**config.mk**
```make
export PLATFORM = sky130hd
export DESIGN_NAME = vga_timing_gen
export DESIGN_NICKNAME = d
export VERILOG_FILES = /design/src/rtl/vga_timing_pkg.sv /design/src/rtl/vga_axis_counter.sv /design/src/rtl/vga_timing_gen.sv
export SDC_FILE = /design/constraint.sdc
export NUM_CORES = 1
export LEC_CHECK = 0
export BUFFER_PORTS_ARGS = -buffer_cell sky130_fd_sc_hd__buf_4
export CAP_MARGIN = 20
export CORE_ASPECT_RATIO = 1.4
export CORE_UTILIZATION = 60
export CTS_CLUSTER_SIZE = 30
export DETAILED_ROUTE_END_ITERATION = 8
export PLACE_DENSITY = 0.85
export SYNTH_ARGS = -nofsm -noshare
export SYNTH_HDL_FRONTEND = slang
export SYNTH_HIERARCHICAL = 1
export SYNTH_SLANG_ARGS = --single-unit
```
**constraint.sdc**
```tcl
create_clock -name clock -period 6.9 [get_ports clock]
set_input_delay 1.035 -clock clock [delete_from_list [all_inputs] [get_ports clock]]
set_output_delay 1.035 -clock clock [all_outputs]
set_load 0.05 [all_outputs]
```
**src/rtl/vga_timing_pkg.sv**
```systemverilog
// ---------------------------------------------------------------------------
// vga_timing_pkg
//   Shared constants for the monitor timing generator family.
//   - Region widths for the 640x480@60 and 800x600@60 modes. Each axis is
//     described by its active, front porch, sync and back porch widths.
//   - axis_total(): the full line/frame length built from the four widths.
//   - CW_DEFAULT: default counter/coordinate width. It is wide enough for
//     every mode listed here.
// ---------------------------------------------------------------------------
package vga_timing_pkg;

  // Default counter width: 2^11 = 2048 exceeds every total used below.
  localparam int CW_DEFAULT = 11;

  // 640x480 @ 60 Hz (25.175 MHz nominal pixel rate).
  localparam int VGA640_H_ACTIVE = 640;
  localparam int VGA640_H_FRONT  = 16;
  localparam int VGA640_H_SYNC   = 96;
  localparam int VGA640_H_BACK   = 48;
  localparam int VGA640_V_ACTIVE = 480;
  localparam int VGA640_V_FRONT  = 10;
  localparam int VGA640_V_SYNC   = 2;
  localparam int VGA640_V_BACK   = 33;

  // 800x600 @ 60 Hz (40 MHz nominal pixel rate). Both syncs are active high.
  localparam int SVGA800_H_ACTIVE = 800;
  localparam int SVGA800_H_FRONT  = 40;
  localparam int SVGA800_H_SYNC   = 128;
  localparam int SVGA800_H_BACK   = 88;
  localparam int SVGA800_V_ACTIVE = 600;
  localparam int SVGA800_V_FRONT  = 1;
  localparam int SVGA800_V_SYNC   = 4;
  localparam int SVGA800_V_BACK   = 23;

  // Total positions on one axis. The region order is sync, back porch,
  // active, front porch, but the order does not affect the total.
  function automatic int axis_total(input int active, input int front,
                                    input int sync, input int back);
    return sync + back + active + front;
  endfunction

endpackage

```
**src/rtl/vga_axis_counter.sv**
```systemverilog
// ---------------------------------------------------------------------------
// vga_axis_counter
//   Position counter for one display axis (horizontal or vertical).
//   The axis is laid out as: sync | back porch | active | front porch,
//   with count 0 at the first sync position.
//
//   Ports
//     clock, reset_n : system clock, asynchronous active-low reset
//     step           : advance the count on this clock edge
//     wrap_en        : lets a roll-over be reported on 'wrap'. The count
//                      itself always rolls over from TOTAL-1 to 0.
//     count          : registered raw position, 0..TOTAL-1
//     coord          : registered active-area coordinate. It holds its last
//                      value outside the active range.
//     sync           : registered sync at the configured polarity
//     active         : active-range decode of the count being loaded on
//                      this edge. The parent registers this together with
//                      the other axis.
//     wrap           : this edge takes the count from TOTAL-1 back to 0
// ---------------------------------------------------------------------------
module vga_axis_counter
  import vga_timing_pkg::*;
#(
  parameter int ACTIVE     = VGA640_H_ACTIVE,
  parameter int FRONT      = VGA640_H_FRONT,
  parameter int SYNC       = VGA640_H_SYNC,
  parameter int BACK       = VGA640_H_BACK,
  parameter bit ACTIVE_LOW = 1'b1,
  parameter int CW         = CW_DEFAULT
) (
  input  logic          clock,
  input  logic          reset_n,
  input  logic          step,
  input  logic          wrap_en,
  output logic [CW-1:0] count,
  output logic [CW-1:0] coord,
  output logic          sync,
  output logic          active,
  output logic          wrap
);

  localparam int            TOTAL       = axis_total(ACTIVE, FRONT, SYNC, BACK);
  localparam logic [CW-1:0] LAST_C      = CW'(TOTAL - 1);
  localparam logic [CW-1:0] SYNC_END_C  = CW'(SYNC);
  localparam logic [CW-1:0] ACT_FIRST_C = CW'(SYNC + BACK);
  localparam logic [CW-1:0] ACT_LAST_C  = CW'(SYNC + BACK + ACTIVE - 1);
  localparam logic [CW-1:0] ONE_C       = {{(CW-1){1'b0}}, 1'b1};
  localparam logic          SYNC_ON     = ACTIVE_LOW ? 1'b0 : 1'b1;

  logic [CW-1:0] count_d;
  logic [CW-1:0] count_q;
  logic [CW-1:0] coord_d;
  logic [CW-1:0] coord_q;
  logic          sync_d;
  logic          sync_q;
  logic          at_last_s;
  logic          active_s;

  // Next raw count: advance on step and roll over after the last position.
  always_comb begin
    at_last_s = (count_q == LAST_C);
    if (step) begin
      if (at_last_s) begin
        count_d = {CW{1'b0}};
      end else begin
        count_d = count_q + ONE_C;
      end
    end else begin
      count_d = count_q;
    end
  end

  // Decode sync, active and coordinate from the next count. This keeps the
  // registered outputs aligned with the registered count, with no skew.
  always_comb begin
    if (count_d < SYNC_END_C) begin
      sync_d = SYNC_ON;
    end else begin
      sync_d = ~SYNC_ON;
    end

    if ((count_d >= ACT_FIRST_C) && (count_d <= ACT_LAST_C)) begin
      active_s = 1'b1;
    end else begin
      active_s = 1'b0;
    end

    // Outside the active range the coordinate keeps its last value. Pixel
    // logic that ignores the active flag then reads a stable edge pixel.
    if (active_s) begin
      coord_d = count_d - ACT_FIRST_C;
    end else begin
      coord_d = coord_q;
    end
  end

  // Axis state registers. Reset places the axis at count 0, which lies
  // inside the sync region, so sync starts at its active level.
  always_ff @(posedge clock or negedge reset_n) begin
    if (!reset_n) begin
      count_q <= {CW{1'b0}};
      coord_q <= {CW{1'b0}};
      sync_q  <= SYNC_ON;
    end else begin
      count_q <= count_d;
      coord_q <= coord_d;
      sync_q  <= sync_d;
    end
  end

  assign count  = count_q;
  assign coord  = coord_q;
  assign sync   = sync_q;
  assign active = active_s;
  assign wrap   = step & wrap_en & at_last_s;

endmodule

```
**src/rtl/vga_timing_gen.sv**
```systemverilog
// ---------------------------------------------------------------------------
// vga_timing_gen
//   Parametrised monitor timing generator. It runs on the system clock and
//   advances one pixel on every edge where pix_en is high. Every output is
//   registered and decoded from the next-state counts, so all outputs match
//   the hcount/vcount shown in the same cycle.
//
//   Ports
//     clock, reset_n  : system clock, asynchronous active-low reset
//     pix_en          : pixel strobe
//     hcount, vcount  : raw positions, 0..H_TOTAL-1 / 0..V_TOTAL-1
//     x, y            : active-area coordinates. They hold outside the
//                       active range.
//     hsync, vsync    : syncs at the polarity set by *_ACTIVE_LOW
//     at_display_area : (hcount, vcount) is inside the active region
//     line_start      : one-clock pulse when hcount has just become 0
//     frame_start     : one-clock pulse when both counts have just become 0
// ---------------------------------------------------------------------------
module vga_timing_gen
  import vga_timing_pkg::*;
#(
  parameter int H_ACTIVE         = VGA640_H_ACTIVE,
  parameter int H_FRONT          = VGA640_H_FRONT,
  parameter int H_SYNC           = VGA640_H_SYNC,
  parameter int H_BACK           = VGA640_H_BACK,
  parameter int V_ACTIVE         = VGA640_V_ACTIVE,
  parameter int V_FRONT          = VGA640_V_FRONT,
  parameter int V_SYNC           = VGA640_V_SYNC,
  parameter int V_BACK           = VGA640_V_BACK,
  parameter bit HSYNC_ACTIVE_LOW = 1'b1,
  parameter bit VSYNC_ACTIVE_LOW = 1'b1,
  parameter int CW               = CW_DEFAULT
) (
  input  logic          clock,
  input  logic          reset_n,
  input  logic          pix_en,
  output logic [CW-1:0] hcount,
  output logic [CW-1:0] vcount,
  output logic [CW-1:0] x,
  output logic [CW-1:0] y,
  output logic          hsync,
  output logic          vsync,
  output logic          at_display_area,
  output logic          line_start,
  output logic          frame_start
);

  logic [CW-1:0] h_count_s;
  logic [CW-1:0] h_coord_s;
  logic          h_sync_s;
  logic          h_active_s;
  logic          h_wrap_s;
  logic [CW-1:0] v_count_s;
  logic [CW-1:0] v_coord_s;
  logic          v_sync_s;
  logic          v_active_s;
  logic          v_wrap_s;
  logic          v_step_s;

  logic          display_d;
  logic          display_q;
  logic          line_start_d;
  logic          line_start_q;
  logic          frame_start_d;
  logic          frame_start_q;

  // The vertical axis moves only on the edge where the horizontal axis
  // rolls over. A line therefore always finishes before vcount changes.
  assign v_step_s = pix_en & h_wrap_s;

  vga_axis_counter #(
    .ACTIVE     (H_ACTIVE),
    .FRONT      (H_FRONT),
    .SYNC       (H_SYNC),
    .BACK       (H_BACK),
    .ACTIVE_LOW (HSYNC_ACTIVE_LOW),
    .CW         (CW)
  ) u_h_axis (
    .clock   (clock),
    .reset_n (reset_n),
    .step    (pix_en),
    .wrap_en (1'b1),
    .count   (h_count_s),
    .coord   (h_coord_s),
    .sync    (h_sync_s),
    .active  (h_active_s),
    .wrap    (h_wrap_s)
  );

  vga_axis_counter #(
    .ACTIVE     (V_ACTIVE),
    .FRONT      (V_FRONT),
    .SYNC       (V_SYNC),
    .BACK       (V_BACK),
    .ACTIVE_LOW (VSYNC_ACTIVE_LOW),
    .CW         (CW)
  ) u_v_axis (
    .clock   (clock),
    .reset_n (reset_n),
    .step    (v_step_s),
    .wrap_en (1'b1),
    .count   (v_count_s),
    .coord   (v_coord_s),
    .sync    (v_sync_s),
    .active  (v_active_s),
    .wrap    (v_wrap_s)
  );

  // Next-state display flag and start pulses. The pulses come only from an
  // enabled wrap edge. They clear on any idle edge, and release from reset
  // does not produce one.
  always_comb begin
    display_d     = h_active_s & v_active_s;
    line_start_d  = h_wrap_s;
    frame_start_d = h_wrap_s & v_wrap_s;
  end

  // Registers for the flags that combine both axes.
  always_ff @(posedge clock or negedge reset_n) begin
    if (!reset_n) begin
      display_q     <= 1'b0;
      line_start_q  <= 1'b0;
      frame_start_q <= 1'b0;
    end else begin
      display_q     <= display_d;
      line_start_q  <= line_start_d;
      frame_start_q <= frame_start_d;
    end
  end

  assign hcount          = h_count_s;
  assign vcount          = v_count_s;
  assign x               = h_coord_s;
  assign y               = v_coord_s;
  assign hsync           = h_sync_s;
  assign vsync           = v_sync_s;
  assign at_display_area = display_q;
  assign line_start      = line_start_q;
  assign frame_start     = frame_start_q;

endmodule

```
==> results of run 1 <==
## through the flow
stage | area [um^2] | hold slack [ps] | utilization [%] | std cells
2_1_floorplan | 2930 | 739 | - | 272
3_3_place_gp | 3310 | 477 | 71.9 | 373
3_5_place_dp | 3310 | 485 | 71.9 | 373
4_1_cts | 3450 | 506 | 74.9 | 381
5_1_grt | 3450 | 522 | 74.9 | 381
6_report | 3450 | 502 | 74.9 | 381
## worst paths after layout
| check | cells past startpoint | end | from | slack (ps) |
|---|---|---|---|---|
| setup / recovery | 15 | u_v_axis/coord[2]$_DFFE_PN0P_ | pix_en | 1690 |
| hold reg to reg | 1 | u_h_axis/coord[10]$_DFFE_PN0P_ | u_h_axis/coord[10]$_DFFE_PN0P_ | 500 |
| max in group asynchronous | 1 | u_v_axis/count[7]$_DFF_PN0_ | reset_n | 5760 |
| setup reg to reg | 14 | u_v_axis/coord[2]$_DFFE_PN0P_ | u_h_axis/count[6]$_DFF_PN0_ | 1770 |
| min in group asynchronous | 1 | u_h_axis/coord[4]$_DFFE_PN0P_ | reset_n | 740 |
| hold / removal | 1 | u_h_axis/coord[10]$_DFFE_PN0P_ | u_h_axis/coord[10]$_DFFE_PN0P_ | 500 |
## where the power goes
part	switching, uW	total (uW)	internal (uW)
logic	188	288	100
clock network	99.4	245	146
registers	45.9	353	307
total	333	886	553
## synthesized netlist by cell type, drive strengths merged (2+ instances only)
| cell | number | area [um^2] |
|---|---|---|
| xor2 | 12 | 105 |
| o22ai | 2 | 12.5 |
| nand3 | 4 | 25.0 |
| nor2 | 21 | 86.3 |
| a21oi | 4 | 20.0 |
| clkbuf | 6 | 22.5 |
| dfrtp | 49 | 1230 |
| and3 | 10 | 68.8 |
| o21a | 5 | 37.5 |
| or2 | 3 | 18.8 |
| xnor2 | 17 | 149 |
| mux2 | 18 | 263 |
| a221oi | 2 | 35.0 |
| nor3 | 13 | 65.1 |
| mux2i | 5 | 50.1 |
| nor4b | 3 | 41.3 |
| buf | 7 | 58.8 |
| or3 | 2 | 17.5 |
| nand4 | 7 | 56.3 |
| or4b | 2 | 23.8 |
| o31ai | 2 | 15.0 |
| nand3b | 3 | 22.5 |
| ha | 6 | 75.1 |
| inv | 15 | 56.3 |
| a21bo | 2 | 20.0 |
| o21ai | 7 | 38.8 |
| nor4 | 2 | 18.8 |
| nand2 | 16 | 60.1 |
| a2111oi | 2 | 23.8 |
| and2 | 5 | 31.3 |
## registers in the layout, indices dropped and copies added, names as in the netlist
| name | cells |
|---|---|
| u_h_axis/count | 11 |
| line_start | 1 |
| u_v_axis/count | 11 |
| u_h_axis/coord | 11 |
| u_v_axis/coord | 11 |
| u_v_axis/sync | 1 |
| frame_start | 1 |
| at_display_area | 1 |
| u_h_axis/sync | 1 |
## metal layers
| metal | GRT usage (%) | share of wire (%) | vias to the layer above |
|---|---|---|---|
| met4 | 8.06 | 1.2 | 0 |
| li1 | - | - | 1051 |
| met3 | 4.78 | 5.0 | 10 |
| met5 | 0 | 0 | - |
| met1 | 34.0 | 41 | 1104 |
| met2 | 47.3 | 53 | 97 |
## kinds of logic (layout without fill, tap and decap cells)
family | count (synthesis) | count (layout) | share of synthesized area, %
AO/OA/AOI/OAI | 38 | 38 | 11.2
XOR/XNOR | 29 | 29 | 8.69
adder cells (fa/ha/maj) | 6 | 6 | 2.57
buffers and inverters | 28 | 75 | 4.71
flip-flops | 49 | 49 | 41.9
multiplexers | 23 | 23 | 10.7
other | 1 | 2 | 0.128
AND/OR/NAND/NOR | 97 | 97 | 20.1
## worst max-delay path, cell delays in order
cell and delay (ps):
buf_4 140, nand2_1 130, nor4_2 590, and2_1 250
and2_1 420, and3_1 270, and3_1 210, and2_1 300
nor2_1 120, ha_1 260, inv_1 110, o211ai_1 100
o32ai_1 430, a221o_1 680, mux2_4 350
## cell type report
| class | count | area (um^2) |
|---|---|---|
| Inverter | 15 | 56.3 |
| Sequential cell | 49 | 1230 |
| Fill cell | 339 | 1160 |
| Multi-Input combinational cell | 195 | 1560 |
| Timing Repair Buffer | 52 | 390 |
| Tap cell | 62 | 77.6 |
| Clock buffer | 5 | 68.8 |
| Clock inverter | 3 | 68.8 |
==> impl_metrics.json, run 1 <==
{
  "syn_area_mm2": 0.00292,
  "grt_first_pass_wirelength_mm": 10.4,
  "power.density_mw_per_mm2": 257,
  "grt_pass1_vias": 2136,
  "drive_above_1_share_pct": 30.4,
  "ios": 52,
  "cts_tree": "yes",
  "syn2layout_area_growth_pct": 18.1,
  "ys.flop_type": "dfrtp_1",
  "fin_crit_sh_pct": 75.5,
  "totalWireLength_mm": 6.45,
  "rsz0062_at_grt": "false",
  "final_common_cell": "buf_4",
  "relSlewSlack_pct": 54.5,
  "dieArea_mm2": 0.00516,
  "period_minus_slack_ps": 5210,
  "crit_type": "input port to flop",
  "chipHeight_um": 84.6,
  "synth.distinct_cells": 68,
  "final_nets": 327,
  "dieWidth_um": 61,
  "fin_total_pwr_uw": 886,
  "clockBufferDepth": 2,
  "num_antenna_cells": 0,
  "cap_violations": 0,
  "ys_warn_count": 6,
  "tightest_slew_ps": 682,
  "grt_max_degree": 50,
  "initial_core_util_pct": 63.5,
  "final_cell_mix": "52 x buf_4, 49 x dfrtp_1, 20 x nor2_1, 17 x xnor2_1",
  "core_mm2": 0.00461,
  "overflow": 0,
  "first_pass_iters": 4,
  "cts_max_level": 2,
  "ant_nets": 0,
  "vias_per_cell": 5.94,
  "holdBufCountCts": 0,
  "worstPathRequired_ps": 7090,
  "setup-violations-final": 0,
  "status": "finished, final reports clean",
  "async_flop_share_pct": 100,
  "dr.first_iter.drc_count": 189,
  "yosysSeqAreaShare_pct": 41.9,
  "p_leak_uw": 0.00171,
  "num_rows": 29,
  "vias": 2262,
  "ir_drop_mv": 0.144,
  "setup_ws_ps": 1690,
  "grtUsageTotal_pct": 27.4,
  "synth_edf_count": 0,
  "crit_path_end_kind": "flop",
  "finalHoldViolCount": 0,
  "path_clk_slew_ps": 90,
  "io_buffers": 51,
  "setup_tns_ps": 0,
  "postCtsSetupBuffers": 0,
  "cts_made_buffers": 5,
  "ctsResizeCount": 0,
  "clock_latency_ps": 300,
  "drt-wirelength-per-cell_um": 16.9,
  "pre_cts_ws_ps": 1470,
  "avgSynthCellArea_um2": 10.8,
  "slew_viol_final": 0,
  "timing.fmax_mhz": 192,
  "synthCells": 271,
  "hp-class": "flop to flop",
  "antenna_found_initial": 0,
  "remaining_drc_errors": 0,
  "dp_hpwl_mm": 4.69,
  "arrival_ps": 5400,
  "clockRootBuffer": "clkbuf_8",
  "gp_congestion": 0.921,
  "startpoint_type": "input port",
  "crit_fanout": 12,
  "synth-seq-cells": 49,
  "cts.sinks": 49,
  "finalClockSkew_ps": 4.67
}
Power figures use the tool's default switching activity.
==> run 2: changes to the inputs <==
--- a/config.mk
+++ b/config.mk
@@ -8,10 +8,10 @@
 export BUFFER_PORTS_ARGS = -buffer_cell sky130_fd_sc_hd__buf_4
 export CAP_MARGIN = 20
 export CORE_ASPECT_RATIO = 1.4
-export CORE_UTILIZATION = 60
+export CORE_UTILIZATION = 51
 export CTS_CLUSTER_SIZE = 30
 export DETAILED_ROUTE_END_ITERATION = 8
-export PLACE_DENSITY = 0.85
+export PLACE_DENSITY = 0.77
 export SYNTH_ARGS = -nofsm -noshare
 export SYNTH_HDL_FRONTEND = slang
 export SYNTH_HIERARCHICAL = 1
==> constraint.sdc (replaced) <==
create_clock -name clock -period 4.2 [get_ports clock]
set_input_delay 0.63 -clock clock [delete_from_list [all_inputs] [get_ports clock]]
set_output_delay 0.63 -clock clock [all_outputs]
set_load 0.05 [all_outputs]
==> run 2 against run 1 <==
Net effect: routed wire length increased by 4.3%; clock-buffer cell count did not move; hold slack worse by 170 ps; register-to-register slack got worse by 1500 ps; non-clock buffer count rose by 5; global-route usage shrank 3.0 points; sequential cell count unchanged.
==> impl_metrics.json, run 2 (synthesis results as in run 1) <==
{
  "setup-violations-final": 0,
  "pre_cts_ws_ps": 160,
  "crit_type": "flop to flop",
  "grt_pass1_vias": 2353,
  "first_pass_iters": 5,
  "dieWidth_um": 66.0,
  "chipHeight_um": 91.6,
  "multi_input_area_mm2": 0.00158,
  "cts_tree": "yes",
  "wl_met2_mm": 3.55,
  "num_antenna_cells": 0,
  "clkPwrFrac_pct": 27.4,
  "wl_met3_um": 376,
  "core_mm2": 0.00553,
  "initial_core_util_pct": 52.9,
  "dr.first_iter.drc_count": 258,
  "crit_chain": "or4b_4, nor4_4, and2_1, and2_1, and3_1, and3_1, and2_2, nor2_1, ha_1, inv_1, o211ai_1, o32ai_2, a221o_1, buf_4, mux2_4",
  "max_stage_delay_ps": 590,
  "vias_per_cell": 5.83,
  "dieArea_mm2": 0.00604,
  "p_comb_share_pct": 32.5,
  "topRoutingLayerUsed": "met4",
  "clockRootBuffer": "clkbuf_8",
  "final_cell_mix": "57 x buf_4, 42 x dfrtp_1, 20 x nor2_1, 17 x xnor2_1",
  "dp_hpwl_mm": 5.03,
  "syn2layout_area_growth_pct": 20.5,
  "final_nets": 332,
  "ant_nets": 0,
  "switching_share_pct": 37.4,
  "grt_max_degree": 50,
  "grtUsageTotal_pct": 24.4,
  "ir_drop_mv": 0.193,
  "num_rows": 32,
  "seqCellArea_mm2": 0.00123,
  "ios": 52,
  "arrival_ps": 4170,
  "relSlewSlack_pct": 59.8,
  "path_clk_slew_ps": 90,
  "finalClockSkew_ps": 7.23,
  "p_leak_uw": 0.00173,
  "fin_util_pct": 63.8,
  "power.density_mw_per_mm2": 415,
  "clock_latency_ps": 300,
  "crit_path_end_kind": "flop",
  "cts.sinks": 49,
  "worstReg2RegStart": "u_h_axis/count[7]$_DFF_PN0_",
  "rsz0062_at_grt": "false",
  "rr_endpoint": "u_v_axis/coord[5]$_DFFE_PN0P_",
  "fin_total_pwr_uw": 1460,
  "fin_hold_ws_ps": 333,
  "worstPathRequired_ps": 4390,
  "overflow": 0,
  "gp_congestion": 0.877,
  "power_switching_uw": 547,
  "cts_made_buffers": 5,
  "hp-class": "input port to asynchronous set/reset pin",
  "clockBufferDepth": 2,
  "intPower_uw": 917,
  "startpoint_type": "flop",
  "setup_ws_ps": 220,
  "grt_first_pass_wirelength_mm": 11.2,
  "antenna_found_initial": 0,
  "drt-wirelength-per-cell_um": 17.2,
  "totalWireLength_mm": 6.73,
  "r2r_setup_slack_ps": 220,
  "cap_violations": 0,
  "status": "finished, final reports clean",
  "vias": 2286,
  "reg2reg_depth": 15,
  "cts_max_level": 2,
  "tightest_slew_ps": 603,
  "finalHoldViolCount": 0,
  "io_buffers": 51,
  "remaining_drc_errors": 0,
  "crit_slowest_cell": "or4b_4",
  "period_minus_slack_ps": 3980,
  "fillers": 440,
  "setup_tns_ps": 0,
  "crit_fanout": 8,
  "seq_power_share_pct": 40.1,
  "timing.fmax_mhz": 251,
  "fin_crit_sh_pct": 94.8,
  "drive_above_1_share_pct": 34.3,
  "final_common_cell": "buf_4",
  "met1Wirelength_mm": 2.57,
  "slew_viol_final": 0
}
## run 2: cell types whose count changed in the layout (fill, tap and decap cells not counted), sizes merged
cell / previous run / this run
buf: 52 / 57
## run 2: how the worst max path moves through the flow
stage	to	start	cells past startpoint
after global routing	u_v_axis/coord[4]$_DFFE_PN0P_	u_h_axis/count[6]$_DFF_PN0_	15
final	u_v_axis/coord[5]$_DFFE_PN0P_	u_h_axis/count[7]$_DFF_PN0_	15
after global placement	u_v_axis/coord[7]$_DFFE_PN0P_	pix_en	16
after detailed placement	u_v_axis/coord[5]$_DFFE_PN0P_	pix_en	16
after floorplan	u_v_axis/coord[1]$_DFFE_PN0P_	pix_en	18
after CTS	u_v_axis/coord[5]$_DFFE_PN0P_	u_h_axis/count[7]$_DFF_PN0_	15
## run 2: power by group through the flow
stage | registers (uW) | clock network, uW | logic (uW)
floorplan | 670 | 0 | 259
global placement | 593 | 0 | 459
detailed placement | 594 | 0 | 472
CTS | 585 | 415 | 473
global route | 593 | 427 | 505
finish | 587 | 401 | 476
## run 2: what timing repair did
action	4_1_cts	5_1_grt
setup buffers	0	0
resized for setup	0	1
setup endpoints to repair	0	8
hold buffers	0	0
## run 2: layout make-up
type	count	share of cell area (%)
multi-input combinational	195	44.9
sequential	49	35.0
timing repair buffer	57	12.1
tap	68	2.41
clock buffer	5	1.95
clock inverter	3	1.95
inverter	15	1.60
## run 2: per-layer routing
layer,GRT usage [%],vias to the layer above
met5,0,-
met1,27.8,1102
met2,42.3,110
met3,3.89,20
met4,12.6,0
li1,-,1054
## run 2: through the flow
step                      instances  cell area, um^2
final                           392             3520
after global routing            392             3520
after CTS                       392             3520
after detailed placement        384             3380
after global placement          384             3380
after floorplan                 272             2950
## run 2: critical path: cells and delay by family, from the launching register on
| kind | cells | cell delay [ps] |
|---|---|---|
| AOI/OAI and AO/OA | 3 | 680 |
| and+or+nand+nor | 8 | 1910 |
| adders and majority gates | 1 | 240 |
| DFF | 1 | 450 |
| muxes | 1 | 310 |
| buffers and inverters | 2 | 290 |
==> run 3: changes to the inputs <==
--- a/config.mk
+++ b/config.mk
@@ -5,13 +5,14 @@
 export SDC_FILE = /design/constraint.sdc
 export NUM_CORES = 1
 export LEC_CHECK = 0
-export BUFFER_PORTS_ARGS = -buffer_cell sky130_fd_sc_hd__buf_4
+export BUFFER_PORTS_ARGS = -buffer_cell sky130_fd_sc_hd__buf_2
 export CAP_MARGIN = 20
 export CORE_ASPECT_RATIO = 1.4
 export CORE_UTILIZATION = 51
 export CTS_CLUSTER_SIZE = 30
 export DETAILED_ROUTE_END_ITERATION = 8
-export PLACE_DENSITY = 0.77
+export PLACE_DENSITY = 0.87
+export SKIP_CTS_REPAIR_TIMING = 1
 export SYNTH_ARGS = -nofsm -noshare
 export SYNTH_HDL_FRONTEND = slang
 export SYNTH_HIERARCHICAL = 1
==> run 3 against run 2 <==
Net effect: hold slack worse by 180 ps; final area is 4.3% lower; clock-buffer cell count stayed put; first-iteration DRC count is 21% lower; sequential power hardly changed; sequential cell count stayed put; maximum frequency is 1.8% higher; register-to-register slack better by 70 ps; clock power is 26% lower; critical path depth stayed put; highest routed layer unchanged.
==> impl_metrics.json, run 3 (synthesis results as in run 1) <==
{
  "chipHeight_um": 91.6,
  "overflow": 0,
  "gp_congestion": 0.896,
  "startpoint": "u_h_axis/count[7]$_DFF_PN0_",
  "max_stage_delay_ps": 580,
  "cts_tree": "yes",
  "vias_per_cell": 5.81,
  "core_mm2": 0.00553,
  "cts.sinks": 49,
  "num_antenna_cells": 0,
  "r2r_setup_slack_ps": 290,
  "num_rows": 32,
  "ios": 52,
  "setup-violations-final": 0,
  "finalHoldViolCount": 0,
  "dieWidth_um": 66.0,
  "power_switching_uw": 556,
  "totalWireLength_mm": 6.76,
  "ant_nets": 0,
  "fin_crit_sh_pct": 93.1,
  "hp-class": "input port to asynchronous set/reset pin",
  "worstPathRequired_ps": 4400,
  "cap_violations": 0,
  "crit_family": "simple AND/OR/NAND/NOR gates",
  "intPower_uw": 785,
  "cts_made_buffers": 5,
  "path_clk_slew_ps": 100,
  "final_cell_mix": "51 x buf_2, 42 x dfrtp_1, 20 x nor2_1, 17 x xnor2_1",
  "dieArea_mm2": 0.00604,
  "first_pass_iters": 4,
  "p_leak_uw": 0.00169,
  "grt_first_pass_wirelength_mm": 10.9,
  "remaining_drc_errors": 0,
  "p_comb_share_pct": 34.2,
  "slew_viol_final": 0,
  "crit_path_end_kind": "flop",
  "tightest_slew_ps": 528,
  "switching_share_pct": 41.5,
  "timing.fmax_mhz": 256,
  "io_buffers": 51,
  "crit_chain": "or4b_4, nor4_4, and2_1, and2_1, and3_1, and3_1, and2_2, nor2_1, ha_1, inv_1, o211ai_1, o32ai_2, a221o_1, buf_4, mux2_4",
  "cts_max_level": 2,
  "final_nets": 333,
  "dr.first_iter.drc_count": 204,
  "grt_max_degree": 50,
  "clkPwrFrac_pct": 22.1,
  "final_common_cell": "buf_2",
  "syn2layout_area_growth_pct": 15.4,
  "placed_cell_area_mm2": 0.00326,
  "clockRootBuffer": "clkbuf_8",
  "ir_drop_mv": 0.176,
  "arrival_ps": 4110,
  "clock_latency_ps": 310,
  "rsz0062_at_grt": "false",
  "worstReg2RegStart": "u_h_axis/count[7]$_DFF_PN0_",
  "crit_type": "flop to flop",
  "reg2reg_depth": 15,
  "crit_fanout": 10,
  "relSlewSlack_pct": 64.5,
  "design_area_mm2": 0.00337,
  "status": "finished, final reports clean",
  "setup_tns_ps": 0,
  "grtUsageTotal_pct": 23.9,
  "initial_core_util_pct": 52.9,
  "finalClockSkew_ps": 7.39,
  "antenna_found_initial": 0,
  "dp_hpwl_mm": 5.07,
  "rr_endpoint": "u_v_axis/coord[8]$_DFFE_PN0P_",
  "cp-endpoint": "u_v_axis/coord[8]$_DFFE_PN0P_",
  "power.density_mw_per_mm2": 398,
  "period_minus_slack_ps": 3910,
  "drt-wirelength-per-cell_um": 17.2,
  "crit_slowest_cell": "or4b_4",
  "startpoint_type": "flop",
  "cp.depth": 15,
  "clockBufferDepth": 2,
  "vias": 2283,
  "drive_above_1_share_pct": 34.5,
  "cp.buffers_inverters": 2,
  "grt_pass1_vias": 2282,
  "seq_power_share_pct": 43.6
}
==> run 3: cell count changes in the layout (fill, tap and decap cells not counted) <==
cell | before | now
inv_8 | 0 | 1
clkinvlp_4 | 0 | 2
buf_12 | 0 | 1
bufinv_16 | 2 | 0
buf_4 | 57 | 6
inv_6 | 1 | 0
buf_2 | 0 | 51
==> run 3: stage by stage <==
step	std cells	power (uW)	hold WS (ps)	setup WS (ps)	utilization [%]
global route	393	1410	144	26.1	61.1
floorplan	272	929	334	9.33	-
global placement	384	1040	472	418	58.9
detailed placement	384	1050	491	253	58.9
finish	393	1340	151	292	61.1
CTS	392	1350	515	231	60.7
==> run 3: worst reg2reg max path: stages, from the launching register on <==
cell and delay (ps):
dfrtp_2 450, or4b_4 580, nor4_4 160, and2_1 190, and2_1 150, and3_1 190
and3_1 220, and2_2 240, nor2_1 100, ha_1 250, inv_1 120, o211ai_1 110
o32ai_2 320, a221o_1 200, buf_4 210, mux2_4 320
==> run 3: how the worst min path moves through the flow <==
| stage | slack [ps] | start | to | depth (start not counted) |
|---|---|---|---|---|
| 3_5_place_dp | 490 | u_h_axis/coord[10]$_DFFE_PN0P_ | u_h_axis/coord[10]$_DFFE_PN0P_ | 1 |
| 2_1_floorplan | 330 | reset_n | at_display_area$_DFF_PN0_ | 0 |
| 5_1_grt | 140 | reset_n | u_h_axis/coord[4]$_DFFE_PN0P_ | 1 |
| 3_3_place_gp | 470 | u_h_axis/coord[10]$_DFFE_PN0P_ | u_h_axis/coord[10]$_DFFE_PN0P_ | 1 |
| 6_report | 150 | reset_n | u_h_axis/coord[4]$_DFFE_PN0P_ | 1 |
| 4_1_cts | 510 | u_h_axis/coord[10]$_DFFE_PN0P_ | u_h_axis/coord[10]$_DFFE_PN0P_ | 1 |
==> run 3: area by class of cell <==
class | instances | area [um^2]
Tap cell | 68 | 85.1
Fill cell | 469 | 2150
Clock buffer | 5 | 68.8
Clock inverter | 3 | 26.3
Timing Repair Buffer | 58 | 320
Inverter | 15 | 56.3
Sequential cell | 49 | 1230
Multi-Input combinational cell | 195 | 1580
==> run 3: layer usage <==
metal	vias to the layer above	share of wire [%]	track usage (%)
li1	1064	-	-
met1	1104	39	26.8
met2	91	51	40.5
met3	24	5.3	4.15
met4	0	4.9	15.4
met5	-	0	0
==> run 3: power groups by stage <==
stage | clock (uW) | sequential [uW] | combinational (uW)
6_report | 297 | 585 | 459
5_1_grt | 328 | 591 | 495
3_5_place_dp | 0 | 593 | 455
2_1_floorplan | 0 | 670 | 259
3_3_place_gp | 0 | 591 | 445
4_1_cts | 308 | 583 | 455
